### config.mk
export PLATFORM = sky130hd
export DESIGN_NAME = mem_access_stage
export DESIGN_NICKNAME = d
export VERILOG_FILES = /design/src/rtl/pipe_pkg.sv /design/src/rtl/mem_access_stage.sv
export SDC_FILE = /design/constraint.sdc
export NUM_CORES = 1
export LEC_CHECK = 0
export CAP_MARGIN = 20
export CORE_ASPECT_RATIO = 0.75
export CORE_MARGIN = 5
export CORE_UTILIZATION = 33
export DETAILED_ROUTE_END_ITERATION = 10
export HOLD_SLACK_MARGIN = 0.05
export MAX_ROUTING_LAYER = met4
export PLACE_DENSITY = 0.63
export SLEW_MARGIN = 20
export SYNTH_ARGS = -nofsm -noshare
export SYNTH_HDL_FRONTEND = slang
export SYNTH_SLANG_ARGS = --single-unit
### constraint.sdc
create_clock -name clkwire -period 1.6 [get_ports clkwire]
set_input_delay 0.16 -clock clkwire [delete_from_list [all_inputs] [get_ports clkwire]]
set_output_delay 0.16 -clock clkwire [all_outputs]
set_load 0.02 [all_outputs]
### src/rtl/pipe_pkg.sv
// Shared definitions for the 5-stage pipeline: opcode map, MEM-stage FSM
//   encoding and default datapath widths.
// Latency: n/a (declarations only).  Backpressure: n/a.
package pipe_pkg;

  // Default datapath widths; stages take these as parameter defaults.
  localparam int DATA_W_DEF = 16;
  localparam int REG_W_DEF  = 4;
  localparam int ADDR_W_DEF = 8;

  // Opcode map.  Anything not listed here is treated as an ALU op that
  // writes its result back.
  localparam logic [3:0] OP_ADD = 4'b0000;
  localparam logic [3:0] OP_SUB = 4'b0001;
  localparam logic [3:0] OP_MUL = 4'b0010;
  localparam logic [3:0] OP_LW  = 4'b0011;
  localparam logic [3:0] OP_SW  = 4'b0100;
  localparam logic [3:0] OP_BEQ = 4'b0101;
  localparam logic [3:0] OP_BNE = 4'b0110;

  // MEM-stage FSM: IDLE accepts bundles, ACCESS owns the data-memory port.
  typedef enum logic {
    ST_IDLE   = 1'b0,
    ST_ACCESS = 1'b1
  } mem_state_t;

  // True for opcodes that need a data-memory transaction.
  function automatic logic is_mem_op(input logic [3:0] op);
    return (op == OP_LW) || (op == OP_SW);
  endfunction

  // Branches retire without touching the register file.
  function automatic logic is_branch_op(input logic [3:0] op);
    return (op == OP_BEQ) || (op == OP_BNE);
  endfunction

endpackage

### src/rtl/mem_access_stage.sv
// MEM stage: ALU/branch results retire one cycle after acceptance; lw/sw run a
//   req/ack transaction on the data-memory port and retire the cycle after ack.
// Latency: 1 cycle for ALU/branch, >= 2 cycles for lw/sw (ack-dependent).
// Backpressure: registered stall is high for every ACCESS cycle; inputs are
//   ignored while stalled.
//
// Ports:
//   clkwire, rstwire            clock, synchronous active-high reset
//   valid_in, alu_in, regdest_in, ldst_in, instruction_in
//                               execute-stage bundle (taken when valid_in && !stall)
//   stall                       upstream must hold its bundle
//   mem_req, mem_we, mem_addr, mem_wdata, mem_rdata, mem_ack
//                               data-memory port; request held stable until ack
//   wb_valid, wb_en, wb_regdest, wb_data
//                               writeback bundle; wb_valid is a one-cycle pulse
//   mem_err                     sticky ack-timeout flag
//
// Build option: define MEM_TIMEOUT_EN to abandon an access after TIMEOUT_CYC
// un-acked ACCESS cycles (retires with wb_en = 0 and sets mem_err). Without it
// ACCESS waits for ack indefinitely and mem_err is tied 0.
module mem_access_stage
  import pipe_pkg::*;
#(
  parameter int DATA_W      = DATA_W_DEF,
  parameter int REG_W       = REG_W_DEF,
  parameter int ADDR_W      = ADDR_W_DEF,
  parameter int TIMEOUT_CYC = 16
) (
  input  logic              clkwire,
  input  logic              rstwire,

  input  logic              valid_in,
  input  logic [DATA_W-1:0] alu_in,
  input  logic [REG_W-1:0]  regdest_in,
  input  logic [REG_W-1:0]  ldst_in,
  input  logic [3:0]        instruction_in,
  output logic              stall,

  output logic              mem_req,
  output logic              mem_we,
  output logic [ADDR_W-1:0] mem_addr,
  output logic [DATA_W-1:0] mem_wdata,
  input  logic [DATA_W-1:0] mem_rdata,
  input  logic              mem_ack,

  output logic              wb_valid,
  output logic              wb_en,
  output logic [REG_W-1:0]  wb_regdest,
  output logic [DATA_W-1:0] wb_data,
  output logic              mem_err
);

  // Elaboration-time sanity on the configuration.
  if (ADDR_W < REG_W) begin : g_bad_addr_w
    $error("mem_access_stage: ADDR_W must be >= REG_W (ldst field is zero-extended)");
  end
  if (TIMEOUT_CYC < 1) begin : g_bad_timeout
    $error("mem_access_stage: TIMEOUT_CYC must be at least 1");
  end

  mem_state_t       state;
  logic [REG_W-1:0] lat_regdest;  // destination of the in-flight lw/sw
  logic             lat_is_lw;    // in-flight access is a load

`ifdef MEM_TIMEOUT_EN
  localparam int TMO_W = (TIMEOUT_CYC < 2) ? 1 : $clog2(TIMEOUT_CYC);
  // The access times out on the edge where the count would reach TIMEOUT_CYC,
  // so mem_req is high for exactly TIMEOUT_CYC cycles.
  localparam logic [TMO_W-1:0] TMO_LAST = TMO_W'(TIMEOUT_CYC - 1);

  logic [TMO_W-1:0] tmo_cnt;
  logic             mem_err_q;

  assign mem_err = mem_err_q;
`else
  assign mem_err = 1'b0;
`endif

  always_ff @(posedge clkwire) begin
    if (rstwire) begin
      // Any in-flight access is abandoned; memory sees mem_req drop next cycle.
      state       <= ST_IDLE;
      stall       <= 1'b0;
      mem_req     <= 1'b0;
      mem_we      <= 1'b0;
      mem_addr    <= '0;
      mem_wdata   <= '0;
      wb_valid    <= 1'b0;
      wb_en       <= 1'b0;
      wb_regdest  <= '0;
      wb_data     <= '0;
      lat_regdest <= '0;
      lat_is_lw   <= 1'b0;
`ifdef MEM_TIMEOUT_EN
      tmo_cnt     <= '0;
      mem_err_q   <= 1'b0;
`endif
    end else begin
      // wb_valid/wb_en are single-cycle pulses; the data/regdest fields keep
      // their last value between retirements.
      wb_valid <= 1'b0;
      wb_en    <= 1'b0;

      case (state)
        ST_IDLE: begin
          if (valid_in) begin
            if (is_mem_op(instruction_in)) begin
              state       <= ST_ACCESS;
              stall       <= 1'b1;
              mem_req     <= 1'b1;
              mem_we      <= (instruction_in == OP_SW);
              mem_addr    <= ADDR_W'(ldst_in);
              mem_wdata   <= alu_in;
              lat_regdest <= regdest_in;
              lat_is_lw   <= (instruction_in == OP_LW);
`ifdef MEM_TIMEOUT_EN
              tmo_cnt     <= '0;
`endif
            end else begin
              wb_valid   <= 1'b1;
              wb_en      <= !is_branch_op(instruction_in);
              wb_regdest <= regdest_in;
              wb_data    <= alu_in;
            end
          end
        end

        ST_ACCESS: begin
          // Ack is checked first so it wins over a coincident timeout.
          if (mem_ack) begin
            state      <= ST_IDLE;
            stall      <= 1'b0;
            mem_req    <= 1'b0;
            wb_valid   <= 1'b1;
            wb_en      <= lat_is_lw;
            wb_regdest <= lat_regdest;
            wb_data    <= lat_is_lw ? mem_rdata : mem_wdata;
          end
`ifdef MEM_TIMEOUT_EN
          else if (tmo_cnt == TMO_LAST) begin
            state      <= ST_IDLE;
            stall      <= 1'b0;
            mem_req    <= 1'b0;
            wb_valid   <= 1'b1;
            wb_en      <= 1'b0;
            wb_regdest <= lat_regdest;
            mem_err_q  <= 1'b1;
          end else begin
            tmo_cnt <= tmo_cnt + TMO_W'(1);
          end
`endif
        end

        default: begin
          state   <= ST_IDLE;
          stall   <= 1'b0;
          mem_req <= 1'b0;
        end
      endcase
    end
  end

endmodule

======== Word-level counts from Yosys, hierarchy flattened ========
Cells that the tools add are included.
Widths: inputs -> output; s select.
word-level totals
  flip-flop bits (word level) ............. 50
  logic and storage cells ................. 51
  output and inout bits ................... 50
  input bits .............................. 48
cells by class
  equal/unequal tests ..................... 8
  multiplexer cells ....................... 25
  bitwise logic cells ..................... 1
  reduce and logical (&&, ||, !) cells .... 6
operators by type and width
  cell                count
  $mux 16             4
  $pmux 16 s2         1
  $eq 4x3->1 const B  3
  $mux 1              12
  $mux 4              3
  $reduce_and 3->1    3
  $ne 2x2->1 const B  4
  $pmux 1 s2          4
  $pmux 4 s2          1
  $eq 4x2->1 const B  1
  $logic_or 1x1->1    2
  $logic_not 1->1     1
  $not 1->1           1

======== Longest topological paths before layout ========
  depth after elaboration ................. 6
  gate-level depth with buffers ........... 7

======== Worst setup path after synthesis ========
Ideal clock, no wire load.
  path type ............................... register to register
  start point ............................. reg state
  end point ............................... reg mem_wdata[0]
  setup time .............................. 0.128 ns
  period minus slack after synthesis ...... 1.304 ns
  arrival time ............................ 1.177 ns
  buffers on the path ..................... 3
  stages on the path, launching flop included .. 8
  data required time ...................... 1.472 ns
  setup slack ............................. 0.296 ns
  cells stage by stage .................... dfxtp_1 > buf_6 > nor3b_4 > o21ai_2 > buf_6 > buf_12 > mux2i_1 > nor2_1
on the way
  longest elaborated chain between the ends .. 2
RTL lines
  element                     line                     text
  from (decl)                 mem_access_stage.sv:61   mem_state_t state;
  from (signal assigned)      mem_access_stage.sv:82   state <= ST_IDLE;
  from (signal assigned)      mem_access_stage.sv:108  state <= ST_ACCESS;
  from (signal assigned)      mem_access_stage.sv:131  state <= ST_IDLE;
  $not 1->1 (no line)         -
  $reduce_and 3->1 (no line)  -
  to (signal assigned)        mem_access_stage.sv:113  mem_wdata <= alu_in;
  to (decl)                   mem_access_stage.sv:42   output logic [DATA_W-1:0] mem_wdata,
Every way passes these cells.
A chain may end at the register's enable or synchronous reset.

======== Worst setup path in the final report ========
  start point ............................. in instruction_in[2]
  end point ............................... reg mem_wdata[11]
on the way
  longest elaborated chain between the ends .. 3
  elaborated cells between the ends (all ways) .. 4
RTL lines
  element                                   line                    text
  from (decl)                               mem_access_stage.sv:36  input logic [3:0] instruction_in,
  $eq 4x2->1 or $eq 4x3->1 (tied branches)  pipe_pkg.sv:29          return (op == OP_LW) || (op == OP_SW);
  $logic_or 1x1->1 *                        pipe_pkg.sv:29
  $reduce_and 3->1 (no line) *              -
Mark *: on every way between the ends. The rest lies on a longest branch, timed or not.

==> qor.txt <==
Share of final-layout standard cells stronger than drive strength 1 - 0.1154
Dpl ws - -0.5888 ns
Fin Setup TNS - 0 ns
Max Cap Viol - 0
Area growth from synthesis to final layout - 48.85%
Critical Path Source Type - primary input
Crit path arrival time - 1.72 ns
Peak ir drop on the vdd network - 0.4055 mV
Initial antenna violation count - 0
TritonCTS clock tree - yes
Run status - complete, no violations
RSZ-0062 raised after global routing - no
Sequential-to-total area share from yosys stat - 0.4075
Vertical extent of the die - 84.72 um
Total track usage - 0.1517
DP Wirelength - 4902 um
Length of the first detailed-routing pass in iterations - 4
Leading cell types in the layout, fill and taps excluded - sky130_fd_sc_hd__clkdlybuf4s50_1 (91), sky130_fd_sc_hd__dfxtp_1 (48), sky130_fd_sc_hd__mux2i_1 (44)
Hold path cells - 2
Number of sinks on the clock net - 50
Gp weighted congestion - 0.7490
Diodes inserted - 0
Mapped cell area - 0.002456 mm^2
Std-Cell Rows - 27
# nets final - 411
Number of max-slew violations in the final report - 0
Maximum root-to-sink buffer count - 2
Post-DR vias/cell - 4.639
Area of the core region - 0.007297 mm^2
Min-Delay Startpoint - rstwire
Via count of the first global-routing pass - 2,193
Clk slew on worst S/H paths - 0.09 ns
DR DRC count - 0
Pwr Density - 781.8 mW/mm^2
Setup slack of the most critical reg-to-reg path - 0.12 ns
Post-layout instance area - 0.003656 mm^2
Post-DRT Antenna Nets - 0
Maximum number of pins on one net before global-route repair - 38
Overall overflow remaining after global route - 0
Number of H-tree levels - 2
Wire length of the first global-routing pass - 10,980 um
Number of different library cells in the post-synthesis netlist - 31
Skew final - 0.004567 ns
Slew @ Worst Pin - 0.6181 ns
Max-slew headroom - 0.5871
Critical path type - primary input to flip-flop
Number of cells on the worst reg-to-reg path - 6
Worst hold path type - primary input to flip-flop
Endpoint of the worst register-to-register path - lat_is_lw
Final standard cell utilization of the core - 0.5010
Data required, critical path - 1.80 ns
Clock network latency to the later pin of the worst-skew pair - 0.30 ns
Number of synthesized register bits - 50
DIE AREA - 0.009286 mm^2
Area after detailed placement - 0.003522 mm^2
Max Fanout on Critical Path - 17
CTS Buf Count - 5
Startpoint of the worst-slack reg-to-reg timing path - state
Maximum clock frequency - 654.3 MHz
Final hold vios - 0
Die boundary width - 109.6 um
Total setup violations reported at the end of the flow - 0
Total via count after detailed routing - 2,157
DRT Wirelength - 6818 um
I/O pins - 98
Average footprint of a synthesized cell - 9.131 um^2
Average detailed-routed wire length per instance - 14.66 um
Static leakage - 1.441 nW
Commonest non-fill, non-tap cell in the layout - sky130_fd_sc_hd__clkdlybuf4s50_1
Shortest period the worst path allows - 1.528 ns
Violation count after the first detailed-route iteration - 49
Period utilisation layout - 0.9553
Final worst slack - 0.07159 ns
Synthesized instance count - 269
Tot Pwr - 0.002858 W
Crit path capture type - flip-flop
Master cell of the clock root buffer - sky130_fd_sc_hd__clkbuf_8
Yosys warning count - 0
CTS Hold Bufs - 0
Capture endpoint of the worst hold path - mem_wdata[15]
Initial core utilization - 0.3366
IO buf count - 92
## worst max-delay path, cell delays in order
cell and delay (ns):
sky130_fd_sc_hd__clkdlybuf4s50_1 0.52, sky130_fd_sc_hd__and3b_4 0.22, sky130_fd_sc_hd__buf_4 0.15, sky130_fd_sc_hd__o21ai_4 0.20
sky130_fd_sc_hd__buf_12 0.20, sky130_fd_sc_hd__mux2i_1 0.20, sky130_fd_sc_hd__nor2_1 0.06
## flip-flops by register name, indices dropped and copies added, names as in the netlist
name and count:
mem_we 1, state 1, wb_valid 1, wb_en 1, wb_regdest 4, wb_data 16, mem_addr 4, mem_wdata 16
mem_req 1, lat_regdest 4, lat_is_lw 1
## repair_timing
action                                  CTS  global route
pin swaps                                 0             1
endpoints found under the setup margin   20            24
setup buffers                             0             0
resized for setup                         1             5
cloned                                    0             1
## synth_stat cells, drive strengths merged
cell,count,area share
dfxtp,50,0.41
mux2i,44,0.18
nor2,43,0.066
a211oi,20,0.069
buf,20,0.069
o21ai,20,0.042
nand2b,17,0.043
nand3,16,0.033
a21oi,9,0.018
clkbuf,9,0.014
nand2,4,0.0061
inv,3,0.0046
a21boi,2,0.0061
and3b,2,0.0087
nor3b,2,0.013
a31oi,1,0.0025
and3,1,0.0025
conb,1,0.0015
nor2b,1,0.0025
nor3,1,0.0020
o21a,1,0.0031
o21bai,1,0.0031
o22a,1,0.0036
## kinds of logic after synthesis
logic type / count (synthesis) / share of synthesized area
buffers and inverters: 32 / 0.08711
other: 1 / 0.001527
flip-flops: 50 / 0.4075
AND/OR/NAND/NOR: 87 / 0.1763
AO/OA/AOI/OAI: 55 / 0.1482
multiplexers: 44 / 0.1793
## where the power goes
group / internal [W] / total, W / leakage, nW / switching, W
sequential: 0.00130 / 0.00135 / 0.409 / 0.0000405
clock: 0.000461 / 0.000886 / 0.0579 / 0.000425
combinational: 0.000330 / 0.000627 / 0.974 / 0.000297
## stage by stage
| stage | cells | hold slack [ns] |
|---|---|---|
| 6_report | 465 | 0.2426 |
| 3_5_place_dp | 456 | 0.4552 |
| 4_1_cts | 464 | 0.2342 |
| 5_1_grt | 465 | 0.2539 |
| 3_3_place_gp | 456 | 0.4553 |
| 2_1_floorplan | 273 | 0.3039 |
## cell type report
class / instances / area [um^2]
Multi-Input combinational cell: 192 / 1290
Inverter: 3 / 11.26
Clock inverter: 3 / 40.04
Clock buffer: 5 / 68.82
Sequential cell: 50 / 1003
Timing Repair Buffer: 111 / 1116
Tap cell: 101 / 126.4
Fill cell: 709 / 3641
## metal layers
| metal | vias to the layer above | GRT usage | routed length (um) |
|---|---|---|---|
| met3 | 7 | 0.03459 | 421 |
| met5 | - | - | 0 |
| met1 | 970 | 0.2142 | 3485 |
| met4 | 0 | 0.04077 | 80 |
| li1 | 1113 | - | - |
| met2 | 67 | 0.2161 | 2830 |
## how the worst max path moves through the flow
stage / from / end / cells past startpoint
floorplan: state / mem_wdata[0] / 7
detailed placement: instruction_in[2] / wb_data[5] / 5
CTS: instruction_in[2] / mem_wdata[1] / 7
global route: instruction_in[2] / mem_wdata[2] / 7
global placement: instruction_in[2] / wb_regdest[1] / 5
finish: instruction_in[2] / mem_wdata[11] / 7
Power figures use the tool's default switching activity.
